File: config.mk
export PLATFORM = sky130hd
export DESIGN_NAME = keypad_scan_encoder
export DESIGN_NICKNAME = d
export VERILOG_FILES = /design/src/rtl/keypad_scan_encoder.sv
export SDC_FILE = /design/constraint.sdc
export NUM_CORES = 1
export LEC_CHECK = 0
export ABC_AREA = 1
export BUFFER_PORTS_ARGS = -buffer_cell sky130_fd_sc_hd__buf_2
export CORE_MARGIN = 2
export CORE_UTILIZATION = 50
export DETAILED_ROUTE_END_ITERATION = 7
export PLACE_DENSITY_LB_ADDON = 0.12
export SETUP_SLACK_MARGIN = 0.5
export SKIP_LAST_GASP = 1
export SYNTH_ARGS = -nofsm -noshare
export SYNTH_HDL_FRONTEND = slang
export SYNTH_SLANG_ARGS = --single-unit
File: constraint.sdc
create_clock -name clk -period 4.7 [get_ports clk]
set_input_delay 0 -clock clk [delete_from_list [all_inputs] [get_ports clk]]
set_output_delay 0 -clock clk [all_outputs]
set_load 0.02 [all_outputs]
File: src/rtl/keypad_scan_encoder.sv
// 4x4 matrix keypad scanner: walks one active-low row at a time, debounces a
// single-column hit, then reports one code per press and tracks its release.
module keypad_scan_encoder #(
  parameter int SCAN_DIV     = 1000,
  parameter int DEBOUNCE_CNT = 20
) (
  input  logic       clk,
  input  logic       rst,
  input  logic [3:0] col_in,
  output logic [3:0] row_out,
  output logic [3:0] key_code,
  output logic       key_valid,
  output logic       key_held
);

  localparam int DW = $clog2(SCAN_DIV);
  localparam int CW = $clog2(DEBOUNCE_CNT + 1);

  typedef enum logic [1:0] {SCAN, DEBOUNCE, HELD} state_t;

  state_t          state, state_next;
  logic [3:0]      col_meta, col_sync;
  logic [DW-1:0]   dwell;
  logic            tick;
  logic [1:0]      row_idx, row_idx_next;
  logic [CW-1:0]   deb_cnt, deb_next;
  logic [CW-1:0]   rel_cnt, rel_next;
  logic [1:0]      lat_row, lat_row_next;
  logic [1:0]      lat_col, lat_col_next;
  logic [3:0]      key_code_next;
  logic            key_valid_next, key_held_next;
  logic [3:0]      low, lat_mask;
  logic            single_low;
  logic [1:0]      low_col;

  assign tick       = (dwell == DW'(SCAN_DIV - 1));
  assign low        = ~col_sync;
  assign single_low = (low != 4'b0000) && ((low & (low - 4'd1)) == 4'b0000);
  assign lat_mask   = 4'b0001 << lat_col;

  always_comb begin
    low_col = 2'd0;
    case (low)
      4'b0010: low_col = 2'd1;
      4'b0100: low_col = 2'd2;
      4'b1000: low_col = 2'd3;
      default: low_col = 2'd0;
    endcase
  end

  // Column lines are asynchronous to clk; the reset value reads as "no key".
  always_ff @(posedge clk or posedge rst) begin
    if (rst) begin
      col_meta <= 4'hF;
      col_sync <= 4'hF;
      dwell    <= '0;
    end else begin
      col_meta <= col_in;
      col_sync <= col_meta;
      dwell    <= tick ? '0 : dwell + DW'(1);
    end
  end

  always_ff @(posedge clk or posedge rst) begin
    if (rst) begin
      state     <= SCAN;
      row_idx   <= 2'd0;
      row_out   <= 4'b1110;
      deb_cnt   <= '0;
      rel_cnt   <= '0;
      lat_row   <= 2'd0;
      lat_col   <= 2'd0;
      key_code  <= 4'h0;
      key_valid <= 1'b0;
      key_held  <= 1'b0;
    end else begin
      state     <= state_next;
      row_idx   <= row_idx_next;
      row_out   <= ~(4'b0001 << row_idx_next);
      deb_cnt   <= deb_next;
      rel_cnt   <= rel_next;
      lat_row   <= lat_row_next;
      lat_col   <= lat_col_next;
      key_code  <= key_code_next;
      key_valid <= key_valid_next;
      key_held  <= key_held_next;
    end
  end

  // Accept and release act on the clock after the count reaches its target,
  // so they take priority over any tick handling in that state.
  always_comb begin
    state_next     = state;
    row_idx_next   = row_idx;
    deb_next       = deb_cnt;
    rel_next       = rel_cnt;
    lat_row_next   = lat_row;
    lat_col_next   = lat_col;
    key_code_next  = key_code;
    key_valid_next = 1'b0;
    key_held_next  = key_held;
    case (state)
      SCAN: begin
        if (tick) begin
          if (single_low) begin
            lat_row_next = row_idx;
            lat_col_next = low_col;
            deb_next     = CW'(1);
            state_next   = DEBOUNCE;
          end else begin
            row_idx_next = row_idx + 2'd1;
          end
        end
      end
      DEBOUNCE: begin
        if (deb_cnt == CW'(DEBOUNCE_CNT)) begin
          key_valid_next = 1'b1;
          key_code_next  = {lat_row, lat_col};
          key_held_next  = 1'b1;
          deb_next       = '0;
          rel_next       = '0;
          state_next     = HELD;
        end else if (tick) begin
          if (low == lat_mask) begin
            deb_next = deb_cnt + CW'(1);
          end else begin
            deb_next     = '0;
            state_next   = SCAN;
            row_idx_next = row_idx + 2'd1;
          end
        end
      end
      HELD: begin
        if (rel_cnt == CW'(DEBOUNCE_CNT)) begin
          key_held_next = 1'b0;
          rel_next      = '0;
          state_next    = SCAN;
          row_idx_next  = row_idx + 2'd1;
        end else if (tick) begin
          rel_next = (low == 4'b0000) ? rel_cnt + CW'(1) : '0;
        end
      end
      default: state_next = SCAN;
    endcase
  end

endmodule

==> results of run 1 <==
==> routing by layer <==
layer,vias up,global-route usage [%]
met5,-,0
met4,0,4.32
met3,6,4.14
met2,17,28.7
met1,804,24.3
li1,942,-
==> logic make-up (layout without fill, tap and decap cells) <==
logic type	after synthesis	count (layout)	synth area share (%)
compound gates	32	32	7.94
flops	46	46	49.3
simple gates	147	147	31.2
fa+ha+maj	5	5	2.65
buf+inv	49	77	7.83
xor+xnor	3	3	1.11
==> timing repair <==
| action | CTS | global route |
|---|---|---|
| hold endpoints to repair | 39 | 0 |
| resized for setup | 0 | 0 |
| hold buffers | 5 | 0 |
==> power by group through the flow <==
stage / clock network (mW) / registers (mW) / logic (mW)
detailed placement: 0 / 0.412 / 0.0212
finish: 0.274 / 0.405 / 0.0234
global placement: 0 / 0.412 / 0.0210
CTS: 0.283 / 0.405 / 0.0243
global route: 0.298 / 0.405 / 0.0274
floorplan: 0 / 0.411 / 0.0153
==> final timing paths <==
path,start,to
setup / recovery,deb_cnt[0],deb_cnt[3]
hold / removal,col_in[3],col_meta[3]
setup reg to reg,deb_cnt[0],deb_cnt[3]
hold reg to reg,col_meta[3],col_sync[3]
max in group asynchronous,rst,lat_col[0]
min in group asynchronous,rst,key_code[2]
==> critical path, delay by kind of cell (launching register included) <==
family | cells | cell delay (ns)
buffers and inverters | 1 | 0.10
adders and majority gates | 1 | 0.16
DFF | 1 | 0.42
AOI/OAI and AO/OA | 2 | 0.17
and+or+nand+nor | 6 | 0.79
==> sequential cells by signal (all words and copies together) (netlist names), 2 cells and up <==
name	cells
deb_cnt	5
lat_col	2
state	2
dwell	10
key_code	4
row_idx	2
col_sync	4
col_meta	4
row_out	4
lat_row	2
rel_cnt	5
==> final cells by class <==
cell class,count,area [µm²]
well taps,54,67.6
fillers,424,1960
multi-input cells,187,1010
clock buffers,8,110
flip-flops and latches,46,1160
inverters,49,185
repair buffers,20,125
==> stage by stage <==
stage | cells | utilization (%) | hold WS (ns)
4_1_cts | 364 | 57.6 | 0.341
5_1_grt | 364 | 57.6 | 0.343
2_1_floorplan | 282 | - | 0.00448
6_report | 364 | 57.6 | 0.350
3_3_place_gp | 351 | 54.1 | 0.105
3_5_place_dp | 351 | 54.1 | 0.107
==> Yosys cell counts <==
| cell | instances |
|---|---|
| nand2_1 | 60 |
| inv_1 | 37 |
| dfrtp_1 | 35 |
| nor2_1 | 29 |
| nand3_1 | 23 |
| nand2_2 | 12 |
| dfstp_2 | 11 |
| inv_2 | 11 |
| o21ai_0 | 11 |
| a21oi_1 | 9 |
| nor3_1 | 8 |
| ha_1 | 5 |
| nor2_4 | 5 |
| o21ai_1 | 5 |
| a21oi_2 | 2 |
| xor2_1 | 2 |
| a21o_1 | 1 |
| a31oi_1 | 1 |
| clkinv_2 | 1 |
| nand2_4 | 1 |
| nand3_2 | 1 |
| nand3_4 | 1 |
| nand4_1 | 1 |
| nand4_2 | 1 |
| nor2_2 | 1 |
| nor2_8 | 1 |
| nor3_2 | 1 |
| nor3_4 | 1 |
| o2111ai_1 | 1 |
| o21ai_4 | 1 |
| o22ai_1 | 1 |
| or2_0 | 1 |
| xnor2_1 | 1 |
==> placed cells by master, fill, tap and decap left out, types with 8 or more instances in the layout <==
cell type	instances
dfstp_2	11
nor3_1	8
clkbuf_8	8
dfrtp_1	35
o21ai_0	11
nor2_1	29
a21oi_1	9
inv_1	36
nand3_1	23
nand2_1	60
nand2_2	12
inv_2	12
buf_2	15
==> impl_metrics.csv, run 1 <==
group,metric,value,unit
outcome,outcome,"complete, no violations",
clock_tree,cts.sinks,46,
logic_synthesis,syn_nets,293,
critical_path,r2r_cells,10,
sta,finalHoldViolCount,0,
detailed_routing,detail_route.first_pass.iterations,4,
grt,groute.usage.overall,17.8,%
critical_path,worstPathCellList,"inv_1 > ha_1 > nand4_2 > nand2_1 > nand2_1 > nand2_2 > nand3_4 > or2_0 > o21ai_1 > a21oi_1",
power,internal_power,0.558,mW
clock_tree,h-tree-depth,2,
sta,fin_tns_setup,0,ns
place,place_congestion,0.823,
critical_path,max_stage_delay,0.42,ns
die,rows,25,
power,switching_power,0.143,mW
sta,clock.fmax,573,MHz
sta,max_slew.worst_pin.slew,0.921,ns
die,dieWidth,72.8,µm
critical_path,critPathRequiredTime,4.88,ns
critical_path,worstPathArrival,1.93,ns
grt,overflow,0,
grt,grt_pass1_vias,1657,
clock_tree,cts_tree,"yes",
grt,grt_pass1_wl,7360,µm
sta,final_max_slew_viol_count,0,
clock_tree,clock_latency,0.29,ns
clock_tree,clkTransAtPathRegs,0.08,ns
die,core_area,4630,µm²
critical_path,cpMostUsedCell,"nand2_1",
detailed_routing,routedLengthMet1,2000,µm
detailed_routing,final_antenna_net_count,0,
layout,nets,320,
critical_path,critPathSlowestCell,"dfrtp_1",
die,ios,16,
layout,synthToLayoutAreaGrowth,12.8,%
place,pre_cts_slack,2.97,ns
logic_synthesis,synth_top_area_share,37.1,%
power,clockPowerShare,39.0,%
detailed_routing,vias,1769,
die,initial_core_util,51.1,%
min_path,hold_class,"in -> reg",
sta,finalWorstSetupSlack,2.96,ns
die,die_h,72.8,µm
critical_path,ff2ff_setup_slack,2.96,ns
sta,setup_viol,0,
sta,slew_headroom,38.5,%
detailed_routing,wl_met3,89,µm
power,seqPwrFrac,57.7,%
layout,drive_above_1_share,24.2,%
detailed_routing,drtIter0Drc,84,
power,peakVddDrop,0.190,mV
logic_synthesis,avgSynthCellArea,8.38,µm²
critical_path,end_kind,"register",
logic_synthesis,syn_area,2360,µm²
detailed_routing,drt-total-wl,4140,µm
die,dieArea,5290,µm²
detailed_routing,highest_layer,"met4",
sta,period_needed,1.74,ns
critical_path,worstSetupPathType,"reg -> reg",
logic_synthesis,yosysSeqAreaShare,49.3,%
power,power,0.702,mW
critical_path,cp-start-kind,"register",
grt,grt_start_max_net_pins,47,
detailed_routing,vias_per_cell,4.86,
logic_synthesis,yosysUniqueCellTypes,33,
detailed_routing,wl_per_cell,11.4,µm
power,p_comb_share,3.3,%
sta,rsz0062_at_grt,"no",
detailed_routing,drc,0,
power,p_per_area,263,nW/µm²
critical_path,crit_fanout,4,
place,post_dp_cell_area,2510,µm²
place,portBuffers,15,
clock_tree,cts_setup_buffers,0,
layout,final_area,2670,µm²
logic_synthesis,yosysWarnings,0,
place,hpwl,3070,µm
clock_tree,ctsLongestPathBuffers,2,
logic_synthesis,synth.largest_area_cell,"dfrtp_1",
power,p_leak,1.35,nW
grt,grt_antenna_before_repair,0,
sta,finalCritPeriodShare,37.1,%
logic_synthesis,synth-seq-cells,46,
clock_tree,cts_root_buf,"clkbuf_8",
clock_tree,numCtsBuffers,5,
sta,finClkSkew,0.00674,ns
layout,diodes,0,
logic_synthesis,yosys-top-cells-area,"dfrtp_1 (37%), dfstp_2 (12%), nand2_1 (9.5%), inv_1 (5.9%), nand3_1 (4.9%)",
job,drv_cap,0,
power,switching_share,20.4,%
logic_synthesis,syn_inst,282,
detailed_routing,wl_met2,2010,µm
min_path,hold_depth,2,
Power figures use the tool's default switching activity.
==> inputs of run 2 (changes only) <==
--- a/config.mk
+++ b/config.mk
@@ -5,7 +5,7 @@
 export SDC_FILE = /design/constraint.sdc
 export NUM_CORES = 1
 export LEC_CHECK = 0
-export ABC_AREA = 1
+export ABC_AREA = 0
 export BUFFER_PORTS_ARGS = -buffer_cell sky130_fd_sc_hd__buf_2
 export CORE_MARGIN = 2
 export CORE_UTILIZATION = 50
==> constraint.sdc (replaced) <==
create_clock -name clk -period 1.8 [get_ports clk]
set_input_delay 0 -clock clk [delete_from_list [all_inputs] [get_ports clk]]
set_output_delay 0 -clock clk [all_outputs]
set_load 0.02 [all_outputs]
==> impl_metrics.csv, run 2 <==
group,metric,value,unit
sta,fin_worst_hold_slack,0.353,ns
logic_synthesis,synth_xor_area_share,4.30,%
power,p_per_area,577,nW/µm²
outcome,outcome,"finished, violations left",
die,core_area,4290,µm²
logic_synthesis,yosys-top-cells-area,"dfrtp_1 (40%), dfstp_2 (13%), nand2_1 (3.1%), ha_1 (2.8%), inv_1 (2.2%)",
sta,finalWorstSetupSlack,-0.0934,ns
logic_synthesis,async_reset_ff_share,100,%
place,portBuffers,15,
detailed_routing,routedLengthMet1,2130,µm
logic_synthesis,synth.most_common_cell,"dfrtp_1",
logic_synthesis,synthAdderAreaFrac,2.83,%
grt,grt_start_max_net_pins,47,
logic_synthesis,netlist_top_cells_count,"dfrtp_1 (35), nand2_1 (18), inv_1 (13)",
critical_path,cpLargestDelayFamily,"simple AND/OR/NAND/NOR gates",
logic_synthesis,synth_top_area_share,39.6,%
job,drv_cap,0,
layout,regArea,1170,µm²
sta,setup_viol,19,
detailed_routing,wl_per_cell,15.6,µm
detailed_routing,vias_per_cell,5.57,
critical_path,end_kind,"register",
detailed_routing,highest_layer,"met4",
grt,grt_pass1_wl,7820,µm
sta,period_needed,1.89,ns
logic_synthesis,synth_top_family_by_area,"simple AND/OR/NAND/NOR gates",
logic_synthesis,muxShareOfSynthArea,3.05,%
logic_synthesis,syn_inst,205,
detailed_routing,drtIter0Drc,121,
clock_tree,ctsLongestPathBuffers,2,
critical_path,crit_buf_inv,1,
layout,reg_top3,"dwell: 10 flops, deb_cnt: 5 flops, rel_cnt: 5 flops",
logic_synthesis,yosysSeqAreaShare,52.7,%
sta,rsz0062_at_grt,"yes",
logic_synthesis,synth_compound_area_share,11.7,%
clock_tree,cts_tree,"yes",
critical_path,critPathRequiredTime,2.01,ns
logic_synthesis,yosys.area_share.simple,22.1,%
min_path,hold_depth,2,
logic_synthesis,yosysWarnings,0,
power,power,1.77,mW
logic_synthesis,synth.largest_area_cell,"dfrtp_1",
layout,synthToLayoutAreaGrowth,38.8,%
outcome,violations,"negative setup slack",
detailed_routing,wl_met3,178,µm
power,p_leak,1.37,nW
grt,grt_pass1_vias,1807,
layout,final_common_cell,"dfrtp_1",
place,place_congestion,0.752,
detailed_routing,drc,0,
logic_synthesis,synth_ff_type,"dfrtp_1",
detailed_routing,vias,1804,
layout,regMostFlops,"dwell",
detailed_routing,wl_met2,2670,µm
layout,n_fill_cell,298,
grt,groute.usage.overall,19.8,%
grt,grt_antenna_before_repair,0,
layout,diodes,0,
sta,finalHoldViolCount,0,
place,pre_cts_slack,-0.159,ns
clock_tree,numCtsBuffers,5,
critical_path,worstSetupPathType,"reg -> reg",
die,dieArea,4970,µm²
critical_path,cp-start-kind,"register",
detailed_routing,detail_route.first_pass.iterations,4,
die,rows,24,
critical_path,cp.depth,7,
critical_path,worstPathArrival,2.11,ns
sta,fin_tns_setup,-0.895,ns
clock_tree,cts_root_buf,"clkbuf_8",
layout,drive_above_1_share,47.8,%
logic_synthesis,synth-seq-cells,46,
power,peakVddDrop,0.512,mV
die,dieWidth,70.5,µm
logic_synthesis,avgSynthCellArea,10.8,µm²
logic_synthesis,synth_edf_count,0,
logic_synthesis,yosysUniqueCellTypes,48,
layout,final_util,71.5,%
die,initial_core_util,51.5,%
logic_synthesis,syn_nets,216,
critical_path,crit_fanout,5,
clock_tree,clock_latency,0.29,ns
clock_tree,cts.sinks,46,
clock_tree,clkTransAtPathRegs,0.08,ns
critical_path,worstPathCellList,"and3b_1 > o2111ai_2 > and3_4 > buf_4 > nor3_4 > nand2b_4 > o22ai_1",
sta,finalCritPeriodShare,105,%
layout,multiInputGateArea,1190,µm²
layout,largest_reg_flops,10,
layout,mostFrequentLayoutCells,"dfrtp_1 (34), buf_4 (33), nand2_1 (15), buf_2 (15), dfstp_2 (11)",
sta,clock.fmax,528,MHz
place,hpwl,3070,µm
detailed_routing,drt-total-wl,5060,µm
die,ios,16,
clock_tree,h-tree-depth,2,
grt,overflow,0,
sta,slew_headroom,62.1,%
critical_path,r2r_cells,7,
critical_path,critPathSlowestCell,"dfstp_2",
critical_path,max_stage_delay,0.58,ns
sta,max_slew.worst_pin.slew,0.568,ns
die,die_h,70.5,µm
min_path,hold_class,"in -> reg",
detailed_routing,final_antenna_net_count,0,
sta,finClkSkew,0.00845,ns
sta,final_max_slew_viol_count,0,
logic_synthesis,syn_area,2210,µm²
layout,nets,282,
run 2: cell count changes in the layout (fill, tap and decap cells not counted), sizes merged, moves of 6 or more:
cell    change
nand3      -15
inv        -36
nor2       -23
buf        +44
nand2b      +7
mux2        +6
nand2      -55
run 2: per-layer routing:
metal / up-vias / track usage, %
met3: 10 / 4.47
met4: 0 / 4.91
met2: 43 / 36.0
met1: 893 / 23.7
li1: 858 / -
met5: - / 0
run 2: report_power, final:
group          internal (mW)  total, mW  switching (mW)
logic                 0.0398     0.0838          0.0439
registers               1.05       1.06         0.00859
clock network          0.313      0.628           0.315
total                   1.40       1.77           0.368
run 2: final timing paths:
check | startpoint | slack [ns] | to
min | col_in[3] | 0.35 | col_meta[3]
max | col_sync[1] | -0.09 | deb_cnt[3]
max reg2reg | col_sync[1] | -0.09 | deb_cnt[3]
min reg2reg | col_meta[0] | 0.36 | col_sync[0]
max in group asynchronous | rst | 1.00 | state[0]
min in group asynchronous | rst | 0.38 | rel_cnt[1]
run 2: repair_timing:
action                                 in CTS  in global routing
endpoints found under the hold margin      39                  0
gates resized for setup                    22                 35
pin swaps                                   9                 13
hold buffers                                5                  0
setup buffers                              11                 12
setup endpoints to repair                  35                 35
run 2: logic make-up after synthesis:
| logic type | count (synthesis) |
|---|---|
| fa+ha+maj | 5 |
| xor+xnor | 10 |
| buf+inv | 18 |
| mux | 6 |
| flops | 46 |
| simple gates | 83 |
| compound gates | 37 |
run 2: area by class of cell:
cell class                 count  share of cell area, %
tap                           52                   2.12
clock buffer                   8                   2.93
sequential                    46                   38.0
multi-input combinational    141                   38.8
inverter                      13                   1.59
timing repair buffer          64                   16.6
run 2: through the flow:
step                      cells  instance area (µm²)
after floorplan             205                 2280
after global placement      288                 2540
after detailed placement    288                 2540
after CTS                   312                 2840
after global routing        324                 3070
final                       324                 3070
==> inputs of run 3 (changes only) <==
--- a/config.mk
+++ b/config.mk
@@ -6,7 +6,7 @@
 export NUM_CORES = 1
 export LEC_CHECK = 0
 export ABC_AREA = 0
-export BUFFER_PORTS_ARGS = -buffer_cell sky130_fd_sc_hd__buf_2
+export BUFFER_PORTS_ARGS = -buffer_cell sky130_fd_sc_hd__buf_4
 export CORE_MARGIN = 2
 export CORE_UTILIZATION = 50
 export DETAILED_ROUTE_END_ITERATION = 7
==> impl_metrics.csv, run 3 (same netlist as run 2, synthesis figures left out) <==
group,metric,value,unit
outcome,outcome,"finished, violations left",
outcome,violations,"negative setup slack",
detailed_routing,drc,0,
sta,finalCritPeriodShare,107,%
clock_tree,cts_tree,"yes",
critical_path,crit_fanout,7,
grt,groute.usage.overall,18.9,%
detailed_routing,wl_per_cell,15.1,µm
die,rows,24,
clock_tree,clkTransAtPathRegs,0.08,ns
critical_path,worst_r2r_endpoint,"lat_row[0]",
layout,reg_top3,"dwell: 10 flops, deb_cnt: 5 flops, rel_cnt: 5 flops",
critical_path,ff2ff_setup_slack,-0.13,ns
die,dieArea,4970,µm²
clock_tree,cts.sinks,46,
detailed_routing,routedLengthMet1,2040,µm
detailed_routing,wl_met3,165,µm
sta,setup_viol,17,
detailed_routing,vias_per_cell,5.59,
detailed_routing,detail_route.first_pass.iterations,4,
critical_path,worstPathArrival,2.11,ns
critical_path,critPathSlowestCell,"dfrtp_1",
layout,largest_reg_flops,10,
sta,slew_headroom,58.8,%
sta,finalWorstSetupSlack,-0.133,ns
min_path,hold_class,"in -> async",
clock_tree,clock_latency,0.30,ns
critical_path,worstSetupPathType,"reg -> reg",
die,core_area,4290,µm²
place,hpwl,3010,µm
clock_tree,cts_root_buf,"clkbuf_8",
clock_tree,numCtsBuffers,5,
grt,grt_antenna_before_repair,0,
sta,finClkSkew,0.00644,ns
die,dieWidth,70.5,µm
place,portBuffers,15,
layout,mostFrequentLayoutCells,"buf_4 (44), dfrtp_1 (35), nand2_1 (16)",
critical_path,critPathRequiredTime,1.98,ns
place,place_congestion,0.764,
critical_path,end_kind,"register",
detailed_routing,final_antenna_net_count,0,
critical_path,r2r_cells,7,
power,p_leak,1.40,nW
sta,finalHoldViolCount,0,
grt,overflow,0,
layout,synthToLayoutAreaGrowth,42.6,%
job,drv_cap,0,
detailed_routing,wl_met2,2610,µm
grt,grt_pass1_vias,1726,
power,p_per_area,556,nW/µm²
die,ios,16,
layout,final_common_cell,"buf_4",
sta,rsz0062_at_grt,"yes",
grt,grt_pass1_wl,7520,µm
critical_path,regToRegStartpoint,"dwell[0]",
layout,diodes,0,
sta,period_needed,1.93,ns
power,peakVddDrop,0.526,mV
sta,max_slew.worst_pin.slew,0.614,ns
detailed_routing,drt-total-wl,4920,µm
sta,final_max_slew_viol_count,0,
critical_path,cpLargestDelayFamily,"simple AND/OR/NAND/NOR gates",
layout,final_util,73.5,%
layout,drive_above_1_share,46.2,%
die,initial_core_util,51.5,%
layout,regMostFlops,"dwell",
critical_path,crit_buf_inv,2,
critical_path,cp-start-kind,"register",
die,die_h,70.5,µm
layout,n_fill_cell,287,
clock_tree,h-tree-depth,2,
detailed_routing,drtIter0Drc,113,
grt,grt_start_max_net_pins,20,
clock_tree,ctsLongestPathBuffers,2,
critical_path,worstPathCellList,"ha_2 > nand4b_1 > nor4_4 > buf_12 > buf_4 > nand3b_4 > mux2_4",
detailed_routing,vias,1818,
detailed_routing,highest_layer,"met4",
layout,nets,283,
critical_path,max_stage_delay,0.36,ns
place,pre_cts_slack,-0.140,ns
sta,clock.fmax,517,MHz
run 3: cell types whose count changed in the layout (fill, tap and decap cells not counted), moves of 2 or more:
cell	delta
a21oi_1	+3
a21oi_2	-3
buf_12	+2
buf_2	-15
buf_4	+11
buf_6	+4
nand2_2	-2
nor2_4	-2
nor3_1	-2
run 3: final cells by class:
| cell class | instances | area, µm² | share of cell area [%] |
|---|---|---|---|
| multi-input cells | 141 | 1210 | 38.3 |
| flip-flops and latches | 46 | 1160 | 36.9 |
| repair buffers | 65 | 587 | 18.6 |
| clock buffers | 8 | 80.1 | 2.54 |
| well taps | 52 | 65.1 | 2.06 |
| inverters | 13 | 48.8 | 1.55 |
run 3: worst max-delay path by stage:
stage | start | endpoint | slack, ns | cells past startpoint
6_report | dwell[0] | lat_row[0] | -0.13 | 7
3_5_place_dp | col_sync[3] | deb_cnt[3] | -0.14 | 7
5_1_grt | rel_cnt[1] | row_out[1] | -0.23 | 8
2_1_floorplan | col_sync[1] | row_out[1] | 0.002 | 8
4_1_cts | col_sync[3] | deb_cnt[3] | -0.04 | 7
3_3_place_gp | col_sync[1] | deb_cnt[4] | -0.04 | 7
run 3: tightest hold or removal path, cell delays in order:
cell	delay, ns
dlygate4sd3_1	0.53
buf_4	0.13
clkinv_1	0.33
run 3: metal layers:
layer  up-vias  track usage, %
met1       896            23.2
met2        48            33.1
met3        16            4.76
met5         -               0
li1        858               -
met4         0            5.56
run 3: timing repair:
action	in CTS	in global routing
setup buffers	15	12
hold endpoints to repair	13	0
gates resized for setup	27	30
hold buffers	5	0
pin swaps	10	13
setup endpoints to repair	35	36
run 3: power breakdown:
group | switching (mW) | leakage [nW] | internal, mW
registers | 0.0103 | 0.590 | 1.05
clock network | 0.325 | 0.0395 | 0.276
logic | 0.0462 | 0.765 | 0.0462
total | 0.381 | 1.40 | 1.37
run 3: metrics by stage:
stage	total power [mW]	cells	cell area [µm²]	hold slack (ns)	setup TNS, ns
finish	1.75	325	3160	0.256	-1.44
global route	1.83	325	3160	0.298	-3.12
CTS	1.76	313	2910	0.276	-0.225
detailed placement	1.14	285	2560	0.0393	-0.593
global placement	1.14	285	2560	0.0272	-0.124
floorplan	1.12	205	2280	0.00448	0
